--- src/rtl/tlc_event_log.sv ---
// Traffic-light event logger: captures light/ped state changes into a first-word-fall-through FIFO for host readout.
// Optional feature: define TLC_EVT_TIMESTAMP_EN to stamp each event with a 16-bit tick count in bits [31:16].
module tlc_event_log #(
    parameter int DEPTH = 16,
    parameter int CNT_W = 5
) (
    input  logic             okClk,
    input  logic             rst,
    input  logic [1:0]       light_ns,
    input  logic [1:0]       light_ew,
    input  logic [3:0]       ped_sigs,
    input  logic             tick,
    input  logic             pop_req,
    input  logic             clr_ovf,
    output logic [31:0]      evt_data,
    output logic             evt_valid,
    output logic [CNT_W-1:0] count,
    output logic             overflow
);
    localparam int AW = $clog2(DEPTH);

    logic [7:0]       r_snap;
    logic             r_snap_vld;
    logic [7:0]       r_last;
    logic             r_last_vld;
    logic [7:0]       r_seq;
    logic             r_pop_d;
    logic [AW-1:0]    r_rd_ptr;
    logic [AW-1:0]    r_wr_ptr;
    logic [CNT_W-1:0] r_count;
    logic             r_ovf;
    logic [31:0]      r_mem [DEPTH];

    logic [15:0]      w_ts;
    logic [31:0]      w_word;
    logic             w_evt;
    logic             w_full;
    logic             w_empty;
    logic             w_pop;
    logic             w_push;

`ifdef TLC_EVT_TIMESTAMP_EN
    logic             r_tick_d;
    logic [15:0]      r_ts;

    always_ff @(posedge okClk) begin
        if (rst) begin
            r_tick_d <= 1'b0;
            r_ts     <= 16'h0000;
        end else begin
            r_tick_d <= tick;
            if (tick && !r_tick_d) begin
                r_ts <= r_ts + 16'd1;
            end
        end
    end

    assign w_ts = r_ts;
`else
    logic w_unused_tick;

    assign w_unused_tick = tick;
    assign w_ts          = 16'h0000;
`endif

    // An invalid last-logged value forces the first snapshot after reset to be logged as a baseline.
    assign w_evt   = r_snap_vld && (!r_last_vld || (r_snap != r_last));
    assign w_full  = (r_count == CNT_W'(DEPTH));
    assign w_empty = (r_count == '0);
    assign w_pop   = pop_req && !r_pop_d && !w_empty;
    assign w_push  = w_evt && (!w_full || w_pop);
    assign w_word  = {w_ts, r_seq, r_snap};

    // NOTE: sequential state uses non-blocking assignments so every register samples pre-edge values.
    always_ff @(posedge okClk) begin
        if (rst) begin
            r_snap     <= 8'h00;
            r_snap_vld <= 1'b0;
            r_last     <= 8'h00;
            r_last_vld <= 1'b0;
            r_seq      <= 8'h00;
            r_pop_d    <= 1'b0;
        end else begin
            r_snap     <= {light_ns, light_ew, ped_sigs};
            r_snap_vld <= 1'b1;
            r_pop_d    <= pop_req;
            if (w_evt) begin
                r_last     <= r_snap;
                r_last_vld <= 1'b1;
                r_seq      <= r_seq + 8'd1;
            end
        end
    end

    always_ff @(posedge okClk) begin
        if (rst) begin
            r_rd_ptr <= '0;
            r_wr_ptr <= '0;
            r_count  <= '0;
            r_ovf    <= 1'b0;
        end else begin
            if (w_push) begin
                r_wr_ptr <= r_wr_ptr + AW'(1);
            end
            if (w_pop) begin
                r_rd_ptr <= r_rd_ptr + AW'(1);
            end
            case ({w_push, w_pop})
                2'b10:   r_count <= r_count + CNT_W'(1);
                2'b01:   r_count <= r_count - CNT_W'(1);
                default: r_count <= r_count;
            endcase
            // A drop in the same cycle wins over a clear request.
            if (w_evt && w_full && !w_pop) begin
                r_ovf <= 1'b1;
            end else if (clr_ovf) begin
                r_ovf <= 1'b0;
            end
        end
    end

    // NOTE: storage has no reset; the pointers and count define which words are meaningful.
    always_ff @(posedge okClk) begin
        if (!rst && w_push) begin
            r_mem[r_wr_ptr] <= w_word;
        end
    end

    assign evt_data  = w_empty ? 32'h0000_0000 : r_mem[r_rd_ptr];
    assign evt_valid = !w_empty;
    assign count     = r_count;
    assign overflow  = r_ovf;

endmodule

--- config.mk ---
export PLATFORM = sky130hd
export DESIGN_NAME = tlc_event_log
export DESIGN_NICKNAME = d
export VERILOG_FILES = /design/src/rtl/tlc_event_log.sv
export SDC_FILE = /design/constraint.sdc
export NUM_CORES = 1
export LEC_CHECK = 0
export BUFFER_PORTS_ARGS = -buffer_cell sky130_fd_sc_hd__buf_2
export CAP_MARGIN = 20
export CORE_MARGIN = 3
export CORE_UTILIZATION = 35
export CTS_CLUSTER_SIZE = 28
export DETAILED_ROUTE_END_ITERATION = 8
export PLACE_DENSITY = 0.47
export SETUP_SLACK_MARGIN = 0.15
export SLEW_MARGIN = 20
export SYNTH_ARGS = -nofsm -noshare
export SYNTH_HDL_FRONTEND = slang
export SYNTH_SLANG_ARGS = --single-unit
--- constraint.sdc ---
create_clock -name okClk -period 6.99 [get_ports okClk]
set_input_delay 0.3495 -clock okClk [delete_from_list [all_inputs] [get_ports okClk]]
set_output_delay 0.3495 -clock okClk [all_outputs]
set_load 0.1 [all_outputs]
Word-level counts from Yosys, hierarchy flattened:

Memories as Yosys holds them, arrays and structs flattened. A register that Yosys moved wholly into a read port is not among the register bits.
Cells that the tools add are included.

* memories: 1
* word-level logic and storage cells: 47
* bits in writable memories: 256
* register bits after elaboration: 41

Memory list
* r_mem: words 16, width 16, read ports 1, clocked after Yosys merged registers in 1, write ports 1, RTL line 32 `logic [31:0] r_mem [DEPTH];`

* $add $sub $neg: 5
* reduce and logical (&&, ||, !) cells: 18
* mux-type cells: 9
* equality and inequality tests: 4

Operators by type and width (number)
* 2-to-1 mux 32 bit: 1
* one-hot mux 5 bit (2 select lines): 1
* adder 4 x 1 -> 4 bit, second input constant: 2
* adder 8 x 1 -> 8 bit, second input constant: 1
* 2-to-1 mux 4 bit: 2
* inequality test 8 bit: 1
* logical AND 1 bit: 7
* zero test 1 bit: 6
* adder 5 x 1 -> 5 bit, second input constant: 1
* equality test 5 bit, second input constant: 1
* zero test 5 bit: 1
* 2-to-1 mux 1 bit: 5
* subtractor 5 x 1 -> 5 bit, second input constant: 1
* nonzero test 2 bit: 2
* equality test 2 x 1 -> 1 bit, second input constant: 1
* equality test 2 bit, second input constant: 1
* logical OR 1 bit: 2

Logic depth before layout (Yosys ltp):

* depth in word-level cells: 8
* depth in mapped cells: 13
* gate-level depth less buffers: 12

Worst setup path before layout:

OpenSTA, ideal clock, no wires.

* kind: register to output
* from: register r_count[0] (netlist: count[0])
* to: output evt_data[10]
* stages on the path, launching flop included: 6
* arrival time: 3.104 ns
* setup slack: 3.537 ns
* data required time: 6.641 ns
* cells stage by stage: dfxtp_1 > nor4_1 > and2_1 > clkbuf_1 > clkbuf_1 > nor2b_1

* word-level cells in the longest chain between the ends: 2

Ends and longest elaborated chain
* start, declared: RTL line 30 `logic [CNT_W-1:0] r_count;`
* start signal, assigned: RTL line 109 `2'b10: r_count <= r_count + CNT_W'(1);`
* start signal, assigned: RTL line 110 `2'b01: r_count <= r_count - CNT_W'(1);`
* start signal, assigned: RTL line 111 `default: r_count <= r_count;`
* zero test 5 bit: RTL line 69 `assign w_empty = (r_count == '0);`
* 2-to-1 mux 32 bit: RTL line 129 `assign evt_data = w_empty ? 32'h0000_0000 : r_mem[r_rd_ptr];`
* end, declared: RTL line 15 `output logic [31:0] evt_data,`

No other way between the ends.

==> out/results.tsv <==
metric	value	unit
Hold WC Path Type	input pin to flip-flop	
Yosys warnings	0	
1st-pass router iterations	5	
final core occ	41.5	%
core region area	32900	um2
dominant cells by area after synthesis	edfxtp_1 (65%), mux4_2 (15%), dfxtp_1 (7.6%)	
via count	5646	
diodes inserted	0	
DRT Wirelength	25.9	mm
Final setup viols	0	
post-synthesis mux area share	16.6	%
most frequent cell after synthesis	edfxtp_1	
asr flop ratio synth	0	%
first-pass GRT wire length	38.7	mm
status	complete, no violations	
share of cells above drive strength 1	29.5	%
clock buffer count from CTS	34	
non-filler cells, final	1127	
initial antenna violation count	0	
Clock Skews	15.2	ps
required time worst endpoint	6640	ps
register bit total from synthesis	301	
r2r worst-path depth	12	
final RePlAce weighted congestion	0.722	
critical path peak fanout	41	
drt drc	0	
die width	190	um
EDFF count, synth	256	
Post-Synth Simple-Gate Area	4.52	%
slew margin rel.	30.1	%
CTS tree	built	
Post-Synth Adder-Cell Area	1.12	%
worst hold path stage count	2	
Final Cycle Share	56.4	%
total negative slack	0	ps
setup slack after layout	3040	ps
Commonest cells post-synth	edfxtp_1 (256), mux4_2 (80), nor2_1 (49)	
vias in the first global route	6069	
Synth top area share	65.2	%
Root Buffer Master	clkbuf_16	
H-tree level count	2	
ANT nets after route	0	
Pleak	4.47	nW
Synth Instances	603	
final hold vios	0	
io pins	52	
Setup WS pre-CTS	3430	ps
Final HPWL DP	14.3	mm
Clock Pin Slew Worst Setup and Hold Paths	60	ps
Mapped Area	11800	um2
max frequency	0.253	GHz
clk sinks	301	
fillers	2992	
hold_buf cts	0	
Power, Total	0.00529	W
Final Critical Period	3950	ps
max cap viols	0	
Die Y	190	um
WL/cell	23.0	um
Starting Density	35.9	%
largest family of logic cells by synthesized area	multiplexers	
Buffers on Ports	34	
CP endpoint kind	output pin	
critical setup path kind	flip-flop to output pin	
Top FF cell, synth	edfxtp_1	
die area	35900	um2
largest net degree at the start of global routing	65	
Overflow after GRT	0	
worst skew pair latency	500	ps
complex-gate fraction of the synthesized area	0.552	%
FP Rows	66	
Post-Synth XOR/XNOR Area	1.71	%
max-slew violations	0	
Synth cell types	35	
sequential element share of the synthesized area	72.8	%
Seq. cell area	8590	um2
CP startpoint kind	flip-flop	
total global-route track usage	14.7	%
Vias/cell	5.01	
CP Data Arrival Time	3600	ps
Final nets	689	
Post CTS Setup Buffer Count	0	
post_cts resized	0	
Slew @ Worst Pin	1050	ps
placed cell count	1072	
RSZ-0062 raised after global routing	false	
Max VDD drop	0.415	mV
post-synth top area cell	edfxtp_1	
Pwr per Cell Area	388	nW/um2
Max clock buf depth	3	
Area Overhead vs Synth	15.5	%
multi-input logic area	2990	um2
Avg Inst Size Synth	19.6	um2
DRT iter0 DRCs	514	
==> sequential cells by signal, indices dropped and copies added, names as in the netlist, named ones only <==
register	count
r_rd_ptr	4
r_last_vld	1
r_pop_d	1
overflow	1
r_last	8
r_snap	8
count	5
r_seq	8
r_wr_ptr	4
r_mem	256
r_snap_vld	1
==> cell families (layout without fill, tap and decap cells) <==
group,after synthesis,in the layout
fa+ha+maj,10,10
other cells,1,16
xor+xnor,23,23
simple gates,110,110
buf+inv,53,120
compound gates,10,10
flops,301,301
mux,95,95
==> worst max-delay path: stages (launching register included) <==
cell and delay, ps:
dfxtp_4 910, buf_4 580, mux4_2 570, mux4_2 460, nor2b_1 190, buf_2 330
==> worst paths after layout <==
| path | from | to | slack [ps] |
|---|---|---|---|
| hold reg to reg | r_last_vld | r_last_vld | 490 |
| setup / recovery | flip-flop | evt_data[7] | 3040 |
| setup reg to reg | r_snap[3] | count[4] | 3470 |
| hold / removal | ped_sigs[1] | r_snap[1] | 50 |
==> through the flow <==
step	hold WS, ps	instance area (um2)
floorplan	440	11900
global placement	452	12500
detailed placement	490	12500
CTS	28.4	13600
global route	39.0	13600
finish	53.6	13600
==> layout make-up <==
type / instances / area share, %
flip-flops and latches: 301 / 63.1
multi-input cells: 264 / 21.9
clock buffers: 40 / 6.79
well taps: 442 / 4.06
repair buffers: 55 / 2.41
clock inverters: 15 / 1.48
inverters: 10 / 0.275
==> report_power, final <==
part,internal (W),total [W],switching [W]
clock,0.00112,0.00180,0.000678
combinational,0.000410,0.00139,0.000981
sequential,0.00199,0.00210,0.000107
==> routing by layer <==
metal  global-route usage [%]  up-vias  wire [um]
met3                     2.30       40       1160
met2                     24.2      133      12600
met4                     3.95        0        523
li1                         -     2467          -
met1                     20.4     3006      11600
met5                        0        -          0
==> placed cells by master (no fill, tap or decap), types with 4 or more instances in the layout <==
cell and instances:
clkbuf_16 36, conb_1 16, mux2i_1 13, dfxtp_1 43, a21oi_1 5, mux4_2 80, xnor2_1 16, nand2_1 10
buf_2 34, xor2_1 7, nor2b_1 27, nand4_1 6, buf_4 21, ha_1 9, inv_1 9, nor2_2 16
nor2_1 33, clkinv_1 5, nor3_1 4, edfxtp_1 256, bufinv_16 5
Note: power is estimated with default switching activity, not from simulation.
